[config.mk]
export PLATFORM = sky130hd
export DESIGN_NAME = axis_trigger_window
export DESIGN_NICKNAME = d
export VERILOG_FILES = /design/src/rtl/axis_trigger_pkg.sv /design/src/rtl/axis_trigger_window_qualifier.sv /design/src/rtl/axis_trigger_window.sv
export SDC_FILE = /design/constraint.sdc
export NUM_CORES = 1
export LEC_CHECK = 0
export BUFFER_PORTS_ARGS = -buffer_cell sky130_fd_sc_hd__buf_2
export CORE_ASPECT_RATIO = 1.5
export CORE_UTILIZATION = 52
export DETAILED_ROUTE_END_ITERATION = 16
export PLACE_DENSITY = 0.79
export SKIP_LAST_GASP = 1
export SLEW_MARGIN = 20
export SYNTH_ARGS = -nofsm -noshare
export SYNTH_HDL_FRONTEND = slang
export SYNTH_SLANG_ARGS = --single-unit
[constraint.sdc]
create_clock -name stream_clk -period 10.6 [get_ports stream_clk]
set_input_delay 0.53 -clock stream_clk [delete_from_list [all_inputs] [get_ports stream_clk]]
set_output_delay 0.53 -clock stream_clk [all_outputs]
set_load 0.005 [all_outputs]
[src/rtl/axis_trigger_pkg.sv]
// axis_trigger_pkg: state encoding shared by the trigger-window capture block
package axis_trigger_pkg;
  localparam int STATE_W = 3;
  localparam logic [STATE_W-1:0] IDLE      = 3'd0;
  localparam logic [STATE_W-1:0] PREBUFFER = 3'd1;
  localparam logic [STATE_W-1:0] AWAIT     = 3'd2;
  localparam logic [STATE_W-1:0] POST      = 3'd3;
  localparam logic [STATE_W-1:0] FLUSH     = 3'd4;
endpackage

[src/rtl/axis_trigger_window_qualifier.sv]
// trigger_qualifier: per-bit polarity, level/edge selection and enable gating of trigger inputs
module trigger_qualifier #(
  parameter int TRIG_WIDTH = 32
) (
  input  logic                  stream_clk,
  input  logic                  stream_resetn,
  input  logic                  beat,
  input  logic [TRIG_WIDTH-1:0] trigger,
  input  logic [TRIG_WIDTH-1:0] enable,
  input  logic [TRIG_WIDTH-1:0] invert,
  input  logic [TRIG_WIDTH-1:0] edge_sel,
  output logic [TRIG_WIDTH-1:0] hit
);
  logic [TRIG_WIDTH-1:0] lvl, prev_lvl;
  always_comb begin
    lvl = trigger ^ invert;
    hit = enable & ((edge_sel & lvl & ~prev_lvl) | (~edge_sel & lvl));
  end
  // history only advances on accepted beats so stalls never fake an edge
  always_ff @(posedge stream_clk or negedge stream_resetn)
    if (!stream_resetn) prev_lvl <= '0;
    else prev_lvl <= beat ? lvl : prev_lvl;
endmodule

[src/rtl/axis_trigger_window.sv]
// axis_trigger_window: AXI4-Stream prebuffer / trigger / post-trigger segment capture with tlast injection
module axis_trigger_window
  import axis_trigger_pkg::*;
#(
  parameter int DATA_WIDTH  = 32,
  parameter int TRIG_WIDTH  = 32,
  parameter int COUNT_WIDTH = 32,
  parameter int SEG_WIDTH   = 16,
  parameter int CDC_STAGES  = 2
) (
  input  logic                   stream_clk,
  input  logic                   stream_resetn,
  input  logic [TRIG_WIDTH-1:0]  trigger,
  input  logic [TRIG_WIDTH-1:0]  trigger_enable_i,
  input  logic [TRIG_WIDTH-1:0]  trigger_invert_i,
  input  logic [TRIG_WIDTH-1:0]  trigger_edge_i,
  input  logic [COUNT_WIDTH-1:0] prebuffer_beats_i,
  input  logic [COUNT_WIDTH-1:0] post_trigger_beats_i,
  input  logic [SEG_WIDTH-1:0]   segments_i,
  input  logic                   start_i,
  input  logic                   abort_i,
  input  logic                   force_trigger_i,
  output logic                   idle_o,
  output logic [TRIG_WIDTH-1:0]  trigger_detected_o,
  output logic [COUNT_WIDTH-1:0] trigger_beat_o,
  output logic [SEG_WIDTH-1:0]   segments_done_o,
  input  logic [DATA_WIDTH-1:0]  s_tdata,
  input  logic                   s_tvalid,
  output logic                   s_tready,
  output logic [DATA_WIDTH-1:0]  m_tdata,
  output logic                   m_tvalid,
  input  logic                   m_tready,
  output logic                   m_tlast,
  output logic [2:0]             dbg_state
);
  logic [STATE_W-1:0] state, state_nx, entry_state;
  logic [CDC_STAGES-1:0] start_sync, abort_sync, force_sync, idle_sync;
  logic start_prev, force_prev, force_pend;
  logic start_rise, force_rise, abort_lvl;
  logic [COUNT_WIDTH-1:0] beat_idx, pre_cnt, post_cnt;
  logic [TRIG_WIDTH-1:0] hit;
  logic [SEG_WIDTH-1:0] seg_target;
  logic [SEG_WIDTH:0] done_nx;
  logic beat, trig, post_zero, pre_last, post_last, seg_end, rearm, seg_entry;

  trigger_qualifier #(.TRIG_WIDTH(TRIG_WIDTH)) u_qual (
    .stream_clk   (stream_clk),
    .stream_resetn(stream_resetn),
    .beat         (beat),
    .trigger      (trigger),
    .enable       (trigger_enable_i),
    .invert       (trigger_invert_i),
    .edge_sel     (trigger_edge_i),
    .hit          (hit)
  );

  // idle chain resets to 1 so idle_o reads idle straight out of reset
  always_ff @(posedge stream_clk or negedge stream_resetn)
    if (!stream_resetn) begin
      start_sync <= '0;
      abort_sync <= '0;
      force_sync <= '0;
      idle_sync  <= '1;
      start_prev <= 1'b0;
      force_prev <= 1'b0;
    end else begin
      start_sync <= {start_sync[CDC_STAGES-2:0], start_i};
      abort_sync <= {abort_sync[CDC_STAGES-2:0], abort_i};
      force_sync <= {force_sync[CDC_STAGES-2:0], force_trigger_i};
      idle_sync  <= {idle_sync[CDC_STAGES-2:0], state == IDLE};
      start_prev <= start_sync[CDC_STAGES-1];
      force_prev <= force_sync[CDC_STAGES-1];
    end

  always_comb begin
    start_rise  = start_sync[CDC_STAGES-1] & ~start_prev;
    force_rise  = force_sync[CDC_STAGES-1] & ~force_prev;
    abort_lvl   = abort_sync[CDC_STAGES-1];
    idle_o      = idle_sync[CDC_STAGES-1];
    beat        = s_tvalid & s_tready;
    post_zero   = post_trigger_beats_i == '0;
    trig        = (state == AWAIT) & s_tvalid & ((|hit) | force_pend | force_rise);
    pre_last    = (state == PREBUFFER) & (pre_cnt + COUNT_WIDTH'(1) == prebuffer_beats_i);
    post_last   = (state == POST) & (post_cnt + COUNT_WIDTH'(1) == post_trigger_beats_i);
    seg_end     = beat & ((trig & post_zero & ~abort_lvl) | post_last);
    seg_target  = segments_i == '0 ? SEG_WIDTH'(1) : segments_i;
    done_nx     = {1'b0, segments_done_o} + (SEG_WIDTH+1)'(1);
    rearm       = done_nx < {1'b0, seg_target};
    entry_state = prebuffer_beats_i == '0 ? AWAIT : PREBUFFER;
    seg_entry   = ((state == IDLE) & start_rise) | (seg_end & rearm);
  end

  always_ff @(posedge stream_clk or negedge stream_resetn)
    if (!stream_resetn) state <= IDLE;
    else state <= state_nx;

  // a completing post-count beat outranks abort; abort outranks everything else
  always_comb begin
    state_nx = state;
    if (state == IDLE) state_nx = start_rise ? entry_state : IDLE;
    else if (state == FLUSH) state_nx = beat ? IDLE : FLUSH;
    else if (state > FLUSH) state_nx = IDLE;
    else if (seg_end) state_nx = rearm ? entry_state : IDLE;
    else if (abort_lvl) state_nx = FLUSH;
    else if (beat & pre_last) state_nx = AWAIT;
    else if (beat & trig) state_nx = POST;
  end

  always_comb begin
    s_tready  = state == IDLE ? 1'b1 : m_tready;
    m_tvalid  = (state != IDLE) & s_tvalid;
    m_tdata   = s_tdata;
    m_tlast   = (state == FLUSH) | post_last | (trig & post_zero & ~abort_lvl);
    dbg_state = state;
  end

  always_ff @(posedge stream_clk or negedge stream_resetn)
    if (!stream_resetn) begin
      beat_idx           <= '0;
      pre_cnt            <= '0;
      post_cnt           <= '0;
      force_pend         <= 1'b0;
      trigger_detected_o <= '0;
      trigger_beat_o     <= '0;
      segments_done_o    <= '0;
    end else begin
      beat_idx   <= seg_entry ? '0 : beat & ~&beat_idx ? beat_idx + COUNT_WIDTH'(1) : beat_idx;
      pre_cnt    <= seg_entry ? '0 : beat & (state == PREBUFFER) ? pre_cnt + COUNT_WIDTH'(1) : pre_cnt;
      post_cnt   <= seg_entry ? '0 : beat & (state == POST) ? post_cnt + COUNT_WIDTH'(1) : post_cnt;
      force_pend <= (state == IDLE) | (beat & (state == AWAIT)) ? 1'b0 : force_pend | force_rise;
      trigger_detected_o <= beat & trig ? hit : trigger_detected_o;
      trigger_beat_o     <= beat & trig ? beat_idx : trigger_beat_o;
      segments_done_o    <= (state == IDLE) & start_rise ? '0 : seg_end ? done_nx[SEG_WIDTH-1:0] : segments_done_o;
    end
endmodule

==> Yosys cells after proc, flatten, opt, wreduce, memory -nomap -nowiden <==
Index checks and enable logic that the tools add are counted.
{ "op_classes": {"addsub": 4, "mux": 22, "n_bitwise": 38, "reduce_logical": 13, "n_eq_ne": 6, "magnitude_cmp": 2} }
{ "op_table": {"columns": ["op", "n"], "rows": [
  ["32-bit two-way mux", 6],
  ["32-bit AND", 4],
  ["32-bit by 1-bit adder with 32-bit output, second input constant", 3],
  ["32-bit equality test", 2],
  ["32-bit zero test", 2],
  ["32-bit NOT", 2],
  ["16-bit two-way mux", 3],
  ["32-bit OR", 1],
  ["32-bit AND reduction", 1],
  ["32-bit OR reduction", 1],
  ["32-bit bitwise XOR", 1],
  ["3-bit two-way mux", 8],
  ["1-bit AND", 19],
  ["16-bit by 1-bit adder with 17-bit output, second input constant", 1],
  ["17-bit by 16-bit less-than comparator with 1-bit output", 1],
  ["16-bit zero test", 1],
  ["1-bit OR", 8],
  ["2-bit nonzero test", 4],
  ["7-bit nonzero test", 1],
  ["3-bit by 2-bit equality test with 1-bit output, second input constant", 2],
  ["2-bit two-way mux", 3],
  ["3-bit by 1-bit equality test with 1-bit output, second input constant", 1],
  ["3-bit equality test, second input constant", 1],
  ["3-bit > comparator, second input constant", 1],
  ["other kinds (5)", 8]
]} }
{ "word_totals": {"elab_cells": 100, "in_bits": 247, "reg_bits": 222, "output_inout_bits": 119} }

==> Logic depth before layout (Yosys ltp) <==
{ "depth": {"word_depth": 17, "ltp_mapped": 18, "ltp_nobuf": 16} }

==> By module <==
A second synthesis with hierarchy kept.
{ "unflattened": {"cells_unflattened": 1384, "area_unflattened_um2": 13385.3} }
{ "modules_own_cells": {"columns": ["mod", "cells_per_inst", "area_each_um2", "instances", "seq_area_each_um2"], "rows": [
  ["axis_trigger_window", 1220, 11439.7, 1, 4757.1],
  ["trigger_qualifier", 164, 1945.6, 1, 800.8]
]} }

==> Least setup slack after synthesis <==
Ideal clock, no wire load.
{ "synth_timing": {"kind": "register -> register", "startpoint": "register segments_done_o[2]", "endpoint": "register post_cnt[4]", "n_path_buf": 2, "path_stages_with_launch": 17, "synth_period_minus_slack_ns": 3.606, "arrival_ns": 3.487, "setup_ns": 0.119, "t_required_ns": 10.481, "setup_slack_ns": 6.994, "cell_sequence": "dfrtp_1 and3_1 and3_1 nand3_1 nor2_1 and3_1 xor2_1 ha_1 a21o_1 a211o_1 nor3_1 a21oi_1 a311o_1 o31ai_4 buf_4 buf_4 nor2_1"} }
{ "synth_via": {"elab_chain_len": 5, "word_cells_on_any_way": 6, "classes_between": "add/sub (1); order compare (1); mux (1); bitwise (2); reduce/logical (1)"} }
{ "synth_rtl": {"columns": ["item", "line", "rtl"], "rows": [
  ["start, declared", "axis_trigger_window.sv:26", "output logic [SEG_WIDTH-1:0] segments_done_o,"],
  ["start signal, assigned", "axis_trigger_window.sv:133", "segments_done_o <= (state == IDLE) & start_rise ? '0 : seg_end ? done_nx[SEG_WIDTH-1:0] : segments_done_o;"],
  ["16-bit by 1-bit adder with 17-bit output *", "axis_trigger_window.sv:87", "done_nx = {1'b0, segments_done_o} + (SEG_WIDTH+1)'(1);"],
  ["17-bit by 16-bit less-than comparator with 1-bit output *", "axis_trigger_window.sv:88", "rearm = done_nx < {1'b0, seg_target};"],
  ["1-bit AND *", "axis_trigger_window.sv:90", "seg_entry = ((state == IDLE) & start_rise) | (seg_end & rearm);"],
  ["1-bit OR *", "axis_trigger_window.sv:90", null],
  ["32-bit two-way mux / 2-bit nonzero test (equally long branches)", null, null],
  ["end signal, assigned", "axis_trigger_window.sv:129", "post_cnt <= seg_entry ? '0 : beat & (state == POST) ? post_cnt + COUNT_WIDTH'(1) : post_cnt;"],
  ["end, declared", "axis_trigger_window.sv:40", "logic [COUNT_WIDTH-1:0] beat_idx, pre_cnt, post_cnt;"]
]} }
Mark *: on every way between the ends. The rest lies on a longest branch, timed or not.
A chain may end at the register's enable or synchronous reset.

==> Worst setup path in the final report <==
{ "layout_timing": {"startpoint": "register post_cnt[0]", "endpoint": "register post_cnt[26]"} }
{ "layout_via": {"elab_chain_len": 8, "word_cells_on_any_way": 10, "classes_between": "add/sub (1); eq/ne (1); mux (2); bitwise (5); reduce/logical (1)"} }
{ "layout_rtl": {"columns": ["item", "line", "rtl"], "rows": [
  ["32-bit by 1-bit adder with 32-bit output *", "axis_trigger_window.sv:84, axis_trigger_window.sv:129", null],
  ["32-bit equality test", "axis_trigger_window.sv:84", "post_last = (state == POST) & (post_cnt + COUNT_WIDTH'(1) == post_trigger_beats_i);"],
  ["1-bit AND", "axis_trigger_window.sv:84", null],
  ["1-bit OR", "axis_trigger_window.sv:85", "seg_end = beat & ((trig & post_zero & ~abort_lvl) | post_last);"],
  ["1-bit AND", "axis_trigger_window.sv:85", null],
  ["1-bit AND", "axis_trigger_window.sv:90", null],
  ["1-bit OR", "axis_trigger_window.sv:90", null],
  ["32-bit two-way mux / 2-bit nonzero test (equally long branches)", null, null]
]} }
Mark *: on every way between the ends. The rest lies on a longest branch, timed or not. The select of a mux whose other input is x is not followed.

==> qor.csv <==
metric,value,unit
outcome,"complete, but fails checks",
violations,negative hold slack,
crit_required,10950,ps
seqPwrFrac,44.2,%
cts_resized,0,
cts-hold-fix-buffers,0,
hold_class,in2async,
period_share,43.14,%
synthTopCellsByCount,"dfrtp_1, nand2_1, nor2_1",
root_buffer,clkbuf_16,
gr-total-overflow,0,
ir_drop,0.1327,mV
syn_area,13660,um^2
leakage,7.542,nW
antenna_found_initial,3,
wirelength,41180,um
ant_nets,0,
row_count,72,
cp.arrival,4930,ps
dp_hpwl,30910,um
fmax,218.7,MHz
setup_violations,0,
min_period,4573,ps
clockBufferDepth,3,
die_h,200.5,um
cts.sinks,222,
die-area,26940,um^2
sw_frac_of_total,31.41,%
coreArea,25760,um^2
ios,366,
grt_max_degree,97,
vias_per_cell,5.810,
cap_violations,0,
slew-limit-headroom,27.51,%
cp_max_fo,96,
synth_warnings,0,
rsz0062_at_grt,no,
yosysTopAreaCell,dfrtp_1,
worstMarginPinSlew,1087,ps
ys.flop_type,dfrtp_1,
path_clk_slew,60,ps
cts_tree,done,
grt_pass1_vias,12259,
synth.most_common_cell,dfrtp_1,
clock_latency,530,ps
p_switching,0.7729,mW
ys_seq_area_share,40.68,%
gp_congestion,0.9799,
die-width,134.3,um
crit_type,reg2reg,
clkPwrFrac,33.1,%
p_comb_share,22.7,%
fin_skew,20.08,ps
portBuffers,301,
ys_seq_elements,222,
drive_gt1_share,22.93,%
synth_cell_type_count,71,
endpoint_kind,register,
htreeDepth,1,
grt_pass1_wl,64400,um
drtIter0Drc,663,
syn_area_per_cell,8.912,um^2
async_flop_share,100.0,%
area_delta_synth_final,16.27,%
initial_utilization,53.03,%
critPathLaunchType,register,
drt_first_pass_iters,5,
cts_setup_buffers,0,
fin_util,61.65,%
synth_top_area_share,40.30,%
drc,0,
synth.area.top_cells,"dfrtp_1, xor2_1, xnor2_1, nand2_1, nor2_1",
cts_made_buffers,22,
hold_viol,1,
nets,2030,
num_vias,12282,
power_density,154.9,nW/um^2
synth_fp_nets,1799,
wl_per_cell,19.48,um
r2r_setup_slack,6030,ps
internal_power,1.688,mW
grt_usage,30.37,%
p_total,2.460,mW
synth_edf_count,0,
synth_cells,1533,
drv_slew,0,
whs,-1.507,ps
setup_tns,0,ps
==> cells in the final DEF (no fill, tap or decap), types with 6 or more instances in the layout <==
cell type  count
nor4_1        36
nand3_1       60
nor3_1        32
nor2_1       165
xor2_1       109
or4_1         11
a21oi_1       21
mux2_2        35
or3_1         15
inv_1         47
a21o_1         7
clkbuf_16     22
a31oi_1        9
a32oi_1       13
xnor2_1       99
buf_2        300
and4_1        12
o31ai_1       10
nand2b_1      10
mux2i_1       17
ha_1          19
dfrtp_1      220
o21ai_0       33
nand4_1       68
buf_4          6
a31o_2        13
and3_1        25
nor2b_1       21
nand2_1      216
and2_1         9
o211ai_1      10
a21boi_0      14
==> metal layers <==
metal	vias up	routed length [um]	track usage (%)	share of wire [%]
met5	-	13	0	0.032
met4	2	2731	19.46	6.6
met3	158	2624	5.631	6.4
met2	440	20330	52.07	49
met1	5872	15470	34.39	38
li1	5810	-	-	-
==> registers in the layout, indices dropped and copies added, names as in the netlist, 3 cells and up <==
| signal | cells |
|---|---|
| pre_cnt | 32 |
| trigger_detected_o | 32 |
| beat_idx | 32 |
| post_cnt | 32 |
| u_qual.prev_lvl | 32 |
| trigger_beat_o | 32 |
| dbg_state | 3 |
| segments_done_o | 16 |
==> layout make-up <==
type                            instances  area (um^2)
Fill cell                            2284         9881
Multi-Input combinational cell       1163         7402
Sequential cell                       222         5558
Timing Repair Buffer                  308         1573
Clock buffer                           26        575.6
Tap cell                              333        416.7
Clock inverter                         13        177.7
Inverter                               47        176.4
Antenna cell                            2        5.005
==> cell families (layout without fill, tap and decap cells) <==
| logic type | Yosys count | count (layout) | share of synthesized area, % |
|---|---|---|---|
| compound gates | 180 | 180 | 9.607 |
| xor+xnor | 208 | 208 | 13.33 |
| fa+ha+maj | 19 | 19 | 1.740 |
| buf+inv | 148 | 394 | 5.220 |
| flops | 222 | 222 | 40.68 |
| mux | 52 | 52 | 4.130 |
| other cells | 0 | 2 | 0 |
| simple gates | 704 | 704 | 25.29 |
==> power groups by stage <==
stage	clock [mW]	combinational (mW)	sequential (mW)
6_report	0.814	0.559	1.09
5_1_grt	0.865	0.621	1.10
4_1_cts	0.835	0.562	1.08
3_5_place_dp	0	0.558	1.10
3_3_place_gp	0	0.545	1.09
2_1_floorplan	0	0.330	1.08
==> worst max-delay path: stages (launching register included) <==
cell     delay (ps)
dfrtp_1         480
ha_1            320
and3_1          330
nand4_1         470
or4_1           560
a21oi_1         170
nor2_1           80
nor4_1          530
a21oi_1         250
o31ai_4         200
buf_4           810
nor2_1          150
==> path summary, 6_finish.rpt <==
path                                    start                   to  depth (start not counted)
worst max-delay path              post_cnt[0]         post_cnt[26]                         11
worst min-delay path            stream_resetn         post_cnt[26]                          1
worst max register to register    post_cnt[0]         post_cnt[26]                         11
worst min register to register  abort_sync[0]        abort_sync[1]                          0
max in group asynchronous       stream_resetn  u_qual.prev_lvl[22]                          2
min in group stream_clk               start_i        start_sync[0]                          1
==> per-stage QoR <==
step / instance area (um^2) / std cells / hold WS, ps / setup WS (ps)
finish: 15880 / 2114 / -1.507 / 6027
global route: 15880 / 2114 / 41.69 / 5646
CTS: 15880 / 2112 / 8.368 / 6065
detailed placement: 15120 / 2073 / 336.5 / 6060
global placement: 15120 / 2073 / 337.4 / 6240
floorplan: 13660 / 1533 / 234.4 / 6994
Power figures use the tool's default switching activity.
